**src/rtl/core_pkg.sv**
```systemverilog
// Shared core parameters for the pipeline stages.
// Latency: n/a (constants only).
// Backpressure: n/a.
package core_pkg;
    localparam int WORD_LEN        = 8;
    localparam int ADDR_LEN        = 8;
    localparam int INSTRUCTION_LEN = 19;
    localparam int PC_LEN          = 12;
    localparam int STACK_DEPTH     = 8;
endpackage : core_pkg

```
**src/rtl/mem_stage_wb_reg_if.sv**
```systemverilog
// EX/MEM inputs and MEM/WB outputs of the memory stage, bundled as one port.
// Latency: n/a (wiring only).
// Backpressure: none; the pipeline never stalls at this stage.
// Modports: master = pipeline side driving PR3_*, slave = memory stage.
interface mem_stage_wb_reg_if
    import core_pkg::*;
#(
    parameter int W  = WORD_LEN,
    parameter int IL = INSTRUCTION_LEN,
    parameter int PL = PC_LEN
);
    logic [W-1:0]  PR3_alu_out;
    logic [W-1:0]  PR3_store_data;
    logic [IL-1:0] PR3_instruction;
    logic          PR3_MEM_write;
    logic          PR3_MEM_read;
    logic          PR3_sel_RF_write_src_ALU;
    logic          PR3_sel_RF_write_src_MEM;
    logic          PR3_RF_write_en;
    logic          PR3_push_stack;
    logic          PR3_pop_stack;
    logic [PL-1:0] PR3_return_pc;

    logic [PL-1:0] stack_top_pc;
    logic          stack_overflow;
    logic          stack_underflow;
    logic [W-1:0]  PR4_wb_data;
    logic          PR4_RF_write_en;
    logic [IL-1:0] PR4_instruction;

    modport master (
        output PR3_alu_out, PR3_store_data, PR3_instruction, PR3_MEM_write,
               PR3_MEM_read, PR3_sel_RF_write_src_ALU, PR3_sel_RF_write_src_MEM,
               PR3_RF_write_en, PR3_push_stack, PR3_pop_stack, PR3_return_pc,
        input  stack_top_pc, stack_overflow, stack_underflow,
               PR4_wb_data, PR4_RF_write_en, PR4_instruction
    );

    modport slave (
        input  PR3_alu_out, PR3_store_data, PR3_instruction, PR3_MEM_write,
               PR3_MEM_read, PR3_sel_RF_write_src_ALU, PR3_sel_RF_write_src_MEM,
               PR3_RF_write_en, PR3_push_stack, PR3_pop_stack, PR3_return_pc,
        output stack_top_pc, stack_overflow, stack_underflow,
               PR4_wb_data, PR4_RF_write_en, PR4_instruction
    );
endinterface : mem_stage_wb_reg_if

```
**src/rtl/mem_stage_wb_reg_return_stack.sv**
```systemverilog
// Hardware return-address stack with sticky overflow/underflow flags.
// Latency: push/pop take effect at the edge; top is combinational from state.
// Backpressure: none; an illegal push/pop is dropped and flagged.
// Ports: clk, rst (sync, high), push, pop, din (address to push),
//        top (current top or 0 when empty), overflow, underflow.
module return_stack
    import core_pkg::*;
#(
    parameter int PL    = PC_LEN,
    parameter int DEPTH = STACK_DEPTH
) (
    input  logic          clk,
    input  logic          rst,
    input  logic          push,
    input  logic          pop,
    input  logic [PL-1:0] din,
    output logic [PL-1:0] top,
    output logic          overflow,
    output logic          underflow
);
    localparam int IW = $clog2(DEPTH);
    localparam int CW = IW + 1;   // count spans 0..DEPTH inclusive

    logic [PL-1:0] entry [DEPTH];
    logic [CW-1:0] count;
    logic [IW-1:0] top_idx;
    logic [IW-1:0] push_idx;
    logic          empty;
    logic          full;

    assign empty    = (count == '0);
    assign full     = (count == CW'(DEPTH));
    assign top_idx  = IW'(count - CW'(1));
    assign push_idx = IW'(count);
    assign top      = empty ? '0 : entry[top_idx];

    // Storage is deliberately left out of reset; only count and flags clear.
    always_ff @(posedge clk) begin
        if (rst) begin
            count     <= '0;
            overflow  <= 1'b0;
            underflow <= 1'b0;
        end else if (push && pop) begin
            if (!empty) begin
                entry[top_idx] <= din;
            end else begin
                // Pop on empty still flags, but the push half goes through.
                entry[0]  <= din;
                count     <= CW'(1);
                underflow <= 1'b1;
            end
        end else if (push) begin
            if (!full) begin
                entry[push_idx] <= din;
                count           <= count + CW'(1);
            end else begin
                overflow <= 1'b1;
            end
        end else if (pop) begin
            if (!empty) begin
                count <= count - CW'(1);
            end else begin
                underflow <= 1'b1;
            end
        end
    end
endmodule : return_stack

```
**src/rtl/mem_stage_wb_reg.sv**
```systemverilog
// Memory stage: data-memory load/store, return stack, and MEM/WB register.
// Latency: 1 cycle from PR3_* to PR4_*; loads are synchronous with the capture.
// Backpressure: none; every cycle advances.
// Ports: clk, rst (sync, high), bus (mem_stage_wb_reg_if.slave).
module mem_stage_wb_reg
    import core_pkg::*;
(
    input  logic               clk,
    input  logic               rst,
    mem_stage_wb_reg_if.slave  bus
);
    localparam int MEM_DEPTH = 2 ** ADDR_LEN;

    logic [WORD_LEN-1:0] mem [MEM_DEPTH];
    logic [ADDR_LEN-1:0] addr;
    logic [WORD_LEN-1:0] rd_word;
    logic [WORD_LEN-1:0] wb_next;

    // Upper address bits (if any) are ignored.
    assign addr    = bus.PR3_alu_out[ADDR_LEN-1:0];
    assign rd_word = mem[addr];

    // Memory takes priority when both source selects are set.
    always_comb begin
        wb_next = '0;
        if (bus.PR3_sel_RF_write_src_MEM && bus.PR3_MEM_read) begin
            wb_next = rd_word;
        end else if (bus.PR3_sel_RF_write_src_ALU) begin
            wb_next = bus.PR3_alu_out;
        end
    end

    // Array is not reset; stores are only suppressed while rst is high.
    // rd_word is sampled before this write lands, giving read-before-write.
    always_ff @(posedge clk) begin
        if (!rst && bus.PR3_MEM_write) begin
            mem[addr] <= bus.PR3_store_data;
        end
    end

    always_ff @(posedge clk) begin
        if (rst) begin
            bus.PR4_wb_data     <= '0;
            bus.PR4_RF_write_en <= 1'b0;
            bus.PR4_instruction <= '0;
        end else begin
            bus.PR4_wb_data     <= wb_next;
            bus.PR4_RF_write_en <= bus.PR3_RF_write_en;
            bus.PR4_instruction <= bus.PR3_instruction;
        end
    end

    return_stack #(
        .PL    (PC_LEN),
        .DEPTH (STACK_DEPTH)
    ) u_stack (
        .clk       (clk),
        .rst       (rst),
        .push      (bus.PR3_push_stack),
        .pop       (bus.PR3_pop_stack),
        .din       (bus.PR3_return_pc),
        .top       (bus.stack_top_pc),
        .overflow  (bus.stack_overflow),
        .underflow (bus.stack_underflow)
    );
endmodule : mem_stage_wb_reg

```
**src/flat_wrapper.sv**
```systemverilog
// flat-port wrapper written by rule: the top's interface ports become plain ports
module mem_stage_wb_reg_flat import core_pkg::*;
  (clk, rst, bus_PR3_alu_out, bus_PR3_store_data, bus_PR3_instruction, bus_PR3_MEM_write, bus_PR3_MEM_read, bus_PR3_sel_RF_write_src_ALU, bus_PR3_sel_RF_write_src_MEM, bus_PR3_RF_write_en, bus_PR3_push_stack, bus_PR3_pop_stack, bus_PR3_return_pc, bus_stack_top_pc, bus_stack_overflow, bus_stack_underflow, bus_PR4_wb_data, bus_PR4_RF_write_en, bus_PR4_instruction);
  mem_stage_wb_reg_if bus_i ();
  input  logic clk;
  input  logic rst;
  input wire logic [$bits(bus_i.PR3_alu_out)-1:0] bus_PR3_alu_out;
  input wire logic [$bits(bus_i.PR3_store_data)-1:0] bus_PR3_store_data;
  input wire logic [$bits(bus_i.PR3_instruction)-1:0] bus_PR3_instruction;
  input wire logic [$bits(bus_i.PR3_MEM_write)-1:0] bus_PR3_MEM_write;
  input wire logic [$bits(bus_i.PR3_MEM_read)-1:0] bus_PR3_MEM_read;
  input wire logic [$bits(bus_i.PR3_sel_RF_write_src_ALU)-1:0] bus_PR3_sel_RF_write_src_ALU;
  input wire logic [$bits(bus_i.PR3_sel_RF_write_src_MEM)-1:0] bus_PR3_sel_RF_write_src_MEM;
  input wire logic [$bits(bus_i.PR3_RF_write_en)-1:0] bus_PR3_RF_write_en;
  input wire logic [$bits(bus_i.PR3_push_stack)-1:0] bus_PR3_push_stack;
  input wire logic [$bits(bus_i.PR3_pop_stack)-1:0] bus_PR3_pop_stack;
  input wire logic [$bits(bus_i.PR3_return_pc)-1:0] bus_PR3_return_pc;
  output wire logic [$bits(bus_i.stack_top_pc)-1:0] bus_stack_top_pc;
  output wire logic [$bits(bus_i.stack_overflow)-1:0] bus_stack_overflow;
  output wire logic [$bits(bus_i.stack_underflow)-1:0] bus_stack_underflow;
  output wire logic [$bits(bus_i.PR4_wb_data)-1:0] bus_PR4_wb_data;
  output wire logic [$bits(bus_i.PR4_RF_write_en)-1:0] bus_PR4_RF_write_en;
  output wire logic [$bits(bus_i.PR4_instruction)-1:0] bus_PR4_instruction;
  assign bus_i.PR3_alu_out = bus_PR3_alu_out;
  assign bus_i.PR3_store_data = bus_PR3_store_data;
  assign bus_i.PR3_instruction = bus_PR3_instruction;
  assign bus_i.PR3_MEM_write = bus_PR3_MEM_write;
  assign bus_i.PR3_MEM_read = bus_PR3_MEM_read;
  assign bus_i.PR3_sel_RF_write_src_ALU = bus_PR3_sel_RF_write_src_ALU;
  assign bus_i.PR3_sel_RF_write_src_MEM = bus_PR3_sel_RF_write_src_MEM;
  assign bus_i.PR3_RF_write_en = bus_PR3_RF_write_en;
  assign bus_i.PR3_push_stack = bus_PR3_push_stack;
  assign bus_i.PR3_pop_stack = bus_PR3_pop_stack;
  assign bus_i.PR3_return_pc = bus_PR3_return_pc;
  assign bus_stack_top_pc = bus_i.stack_top_pc;
  assign bus_stack_overflow = bus_i.stack_overflow;
  assign bus_stack_underflow = bus_i.stack_underflow;
  assign bus_PR4_wb_data = bus_i.PR4_wb_data;
  assign bus_PR4_RF_write_en = bus_i.PR4_RF_write_en;
  assign bus_PR4_instruction = bus_i.PR4_instruction;
  mem_stage_wb_reg u_core (.clk(clk), .rst(rst), .bus(bus_i));
endmodule
```
**config.mk**
```make
export PLATFORM = sky130hd
export DESIGN_NAME = mem_stage_wb_reg_flat
export DESIGN_NICKNAME = d
export VERILOG_FILES = /design/src/rtl/core_pkg.sv /design/src/rtl/mem_stage_wb_reg_if.sv /design/src/rtl/mem_stage_wb_reg_return_stack.sv /design/src/rtl/mem_stage_wb_reg.sv /design/src/flat_wrapper.sv
export SDC_FILE = /design/constraint.sdc
export NUM_CORES = 2
export LEC_CHECK = 0
export ABC_CLOCK_PERIOD_IN_PS = 3800
export CORE_UTILIZATION = 55
export CTS_BUF_LIST = sky130_fd_sc_hd__clkbuf_4
export DETAILED_ROUTE_END_ITERATION = 10
export MAX_ROUTING_LAYER = met4
export PLACE_DENSITY = 0.75
export SYNTH_ARGS = -nofsm -noshare
export SYNTH_HDL_FRONTEND = slang
export SYNTH_SLANG_ARGS = --single-unit
export TNS_END_PERCENT = 1
```
**constraint.sdc**
```tcl
create_clock -name clk -period 3.8 [get_ports clk]
set_input_delay 0.76 -clock clk [delete_from_list [all_inputs] [get_ports clk]]
set_output_delay 0.76 -clock clk [all_outputs]
set_load 0.02 [all_outputs]
```
==> results summary <==
The post-detailed-route via-to-cell ratio came out at 6.35. The CTS tree is done. The mapped netlist covers 84900 um^2. The register area is 65100 um^2. The count of endpoints failing hold in the final timing report was 0.

In this run the critical register-to-register path is captured at u_core.bus.PR4_wb_data[0]. The maximum clock frequency came out at 271 MHz. The flow ran to the end, and the final reports show no timing, DRC or antenna violations.

The number of nets at the end of the flow is 5072. In this run the number of H-tree levels came out at 6. Summing all multi-input logic gate instances after layout gives 18500 um^2. The proportion of synthesized flip-flops having asynchronous set or reset is 0%. The count of placed standard cells in the final layout, fillers left out came out at 7388. The proportion of synthesized chip area in sequential cells came out at 76.6%. The clock period minus worst slack came out at 3.69 ns. The residual overflow from global routing is 0. The height of the chip is 395 um. The core region is 153000 um^2. The number of antenna violations at the first check in global routing is 9. The transition time of the tightest slew-check pin is 1.11 ns.

Ranked by total cell area, the synthesized netlist is headed by edfxtp_1, mux4_2, mux2i_1. Including well taps, the total number of placed cells is 6458. The count of port buffers added during placement came out at 97. The proportion of netlist area held by the largest area contributor is 75.8%. Signal routing reaches up to met4. The synthesized netlist contains 61 unique library cells. The sum of met2 wire segment lengths after detailed routing is 103000 um. Grouping stages by cell kind, the critical path spends the most delay in buffers and inverters.

The met1 routed wirelength after detailed routing came out at 78400 um. Of the available clock period, the critical path in the final layout requires 97.0%. The sort of element at the start of the critical path is a register. In this run, the number of DRC markers left after iteration 0 of detailed routing was 6362. The worst register-to-register path has a depth of 8. Setup repair after global routing could not meet its margin everywhere. The worst hold path endpoint is u_core.mem[95][4]. The power density over cell area is 492 nW/um^2. The effective utilization at floorplan is 55.6%. The worst register-to-register path begins at u_core.mem[64][0]. After synthesis, the mean cell area works out to 20.9 um^2. The count of nets left with antenna violations once routing finished came out at 0.

The total routing resource utilization after global routing came out at 28.8%. The leakage power total came out at 32.7 nW. The critical path goes through inv_4 > ha_4 > buf_12 > buf_16 > mux4_2 > nand2_2 > a21oi_2 > buf_4. Of all cell types, the one taking the most synthesized area is edfxtp_1. The tool flagged a number of max-cap violations equal to 0. Clock-pin slew was measured on the worst setup and hold paths at 0.07 ns. The source of the worst hold timing path is bus_PR3_store_data[4]. The longest individual stage delay on the worst path is 0.37 ns. Clock latency on the worst-skew pair, taken at its later pin, is 1.36 ns. The sum of routed wire length over all layers is 216000 um.

The clock sink count is 2178. Entering global routing, the biggest net connects 121 pins. The number of vias after detailed routing came out at 46900. Headroom to the max-slew limit came out at 25.9%. The worst setup path is captured at an output port. The number of max-slew violations in the final report is 0.

The post-synthesis cell count is 4062. The library cell contributing the largest single delay on the critical path is dfxtp_4. The path class of the tightest hold or removal check is primary input to register. In this run, synthesis inferred 2144 flip-flops with an integrated enable. The worst path buffer plus inverter count came out at 4. The number of buffers added by the clock tree synthesis step is 554. The total stage count of the critical path came out at 8. Dividing the detail-routed wire length by the instance count gives 29.2 um. Summing all placed instances gives a cell area of 91700 um^2. The count of standard-cell rows came out at 143. The wire-length estimate of the detail-placed layout is 134000 um. The first global-routing pass estimated 314000 um of wire. The warning count from the yosys run came out at 0.

The most instantiated flip-flop cell in the synthesis netlist is edfxtp_1. Of all nets on the critical path, the largest fanout is 7. The number of remaining DRC errors is 0. The clock tree root driver cell is clkbuf_4. The design draws 0.0486 W.

The number of top-level pins is 98. The share of final-layout standard cells stronger than drive strength 1 came out at 36.4%. The worst endpoint data arrival time is 2.93 ns.

The area added between synthesis and finish came out at 16.2%. Counting flops and latches in the post-synthesis netlist gives 2178. The number of global-route vias before repair came to 47500. Across all hold checks on the routed design, the worst slack comes to 0.0770 ns. The congestion estimate from routability-driven global placement came to 0.908. From left edge to right edge, the die measures 395 um. The flop-to-flop setup slack came out at 0.72 ns. Synthesis produced a netlist with a net count of 4120. The critical path is of the register to output port type. The buffer levels on the longest clock path came out at 4.

Once layout is complete, the utilization of the core stands at 64.6%. The final-layout fill cell count is 9995. The total met3 wirelength after detailed routing came out at 27500 um. At the worst endpoint, the required time is 3.04 ns. The number of endpoints failing setup at the final stage is 0. The die covers 156000 um^2.

The worst-case IR drop observed on VDD is 338 uV. The clock skew after layout came out at 0.113 ns. The total iterations of the first detailed-routing run is 6. Counting instances, the worst hold path has a depth of 1.

The finished cells cover 98600 um^2.
power breakdown:
part	total [W]	internal (W)	switching (W)
clock network	0.0189	0.0100	0.00886
registers	0.0265	0.0264	0.0000371
logic	0.00319	0.00127	0.00192
total	0.0486	0.0378	0.0108
metrics by stage:
stage               setup TNS, ns  setup WS (ns)
floorplan                       0          0.419
global placement            -1.18          -1.02
detailed placement         -0.144        -0.0878
CTS                        -0.527        -0.0900
global route               -0.145        -0.0404
finish                          0          0.114
cell type report:
| class | count | area share, % |
|---|---|---|
| timing repair buffer | 653 | 5.99 |
| inverter | 11 | 0.0495 |
| clock buffer | 794 | 6.04 |
| clock inverter | 90 | 0.566 |
| sequential | 2178 | 66.0 |
| multi-input combinational | 1616 | 18.8 |
| tap | 2030 | 2.58 |
| antenna | 16 | 0.0406 |
what timing repair did:
action | in CTS | in global routing
gates resized for setup | 68 | 12
hold endpoints to repair | 143 | 0
pin swaps | 1 | 5
gates cloned | 2 | 0
setup endpoints to repair | 12 | 11
setup buffers | 2 | 1
hold buffers | 26 | 0
cells in the mapped netlist, drive strengths merged, types with 3 or more instances:
cell type and instances:
a311oi 7, a2111oi 8, nor2b 42, and3 5
a21oi 50, o22ai 18, buf 158, inv 11
nand2 170, nor3b 3, o21ai 23, nor4 5
nand3b 6, a22oi 72, a211oi 9, or3 4
a32oi 28, o211ai 7, nand3 42, o32ai 5
dfxtp 34, nand4 11, mux2 15, nand2b 9
a221oi 11, o2111ai 9, mux2i 188, nor3 45
clkbuf 99, and2 9, nor2 252, o311ai 3
mux4 517, a22o 6, a31oi 14, edfxtp 2144
kinds of logic (layout without fill, tap and decap cells):
family	after synthesis	after routing	share of synthesized area, %
other	0	16	0
and+or+nand+nor	610	610	3.15
muxes	720	720	16.1
DFF	2178	2178	76.6
xor gates and xnor gates	3	3	0.0310
buffers and inverters	268	1548	1.67
AOI/OAI and AO/OA	281	281	2.37
adders and majority gates	2	2	0.0295
registers in the layout, indices dropped and copies added, names as in the netlist:
register / count
u_core.mem: 2048
u_core.u_stack.entry: 96
u_core.bus.PR4_instruction: 19
u_core.bus.PR4_wb_data: 8
u_core.u_stack.count: 4
u_core.bus.PR4_RF_write_en: 1
u_core.u_stack.overflow: 1
u_core.u_stack.underflow: 1
routing by layer:
| metal | track usage [%] | vias up |
|---|---|---|
| li1 | - | 19100 |
| met1 | 38.0 | 24000 |
| met2 | 42.8 | 3345 |
| met3 | 8.22 | 501 |
| met4 | 11.3 | 0 |
| met5 | - | - |
cell usage in the layout, fill, tap and decap left out, types with 9 or more instances in the layout:
master	netlist	final
a221oi_1	10	10
clkdlybuf4s50_1	0	69
a31oi_1	14	14
clkbuf_4	0	794
nor3_1	45	45
dlygate4sd3_1	0	26
buf_12	2	56
mux4_2	517	517
o22ai_1	18	18
mux2i_1	188	188
buf_2	89	15
o2111ai_1	9	9
a21oi_1	50	47
nor2b_1	42	40
a32oi_1	28	28
clkinv_1	0	54
inv_2	1	21
diode_2	0	16
nand2b_1	9	9
nor2_1	252	250
nand2_1	170	165
nand3_1	42	42
o21ai_0	19	19
mux2_2	15	15
dfxtp_1	34	31
a22oi_1	72	72
edfxtp_1	2144	2144
buf_4	30	472
nand4_1	11	11
worst max path at each step:
| stage | startpoint | end | slack [ns] |
|---|---|---|---|
| 2_1_floorplan | bus_PR3_alu_out[0] | u_core.mem[168][0] | 0.42 |
| 3_3_place_gp | bus_PR3_alu_out[5] | u_core.bus.PR4_wb_data[1] | -1.02 |
| 3_5_place_dp | bus_PR3_alu_out[0] | u_core.bus.PR4_wb_data[5] | -0.09 |
| 4_1_cts | u_core.u_stack.count[0] | bus_stack_top_pc[4] | -0.09 |
| 5_1_grt | u_core.u_stack.count[0] | bus_stack_top_pc[11] | -0.04 |
| 6_report | u_core.u_stack.count[0] | bus_stack_top_pc[11] | 0.11 |
Power figures use the tool's default switching activity.
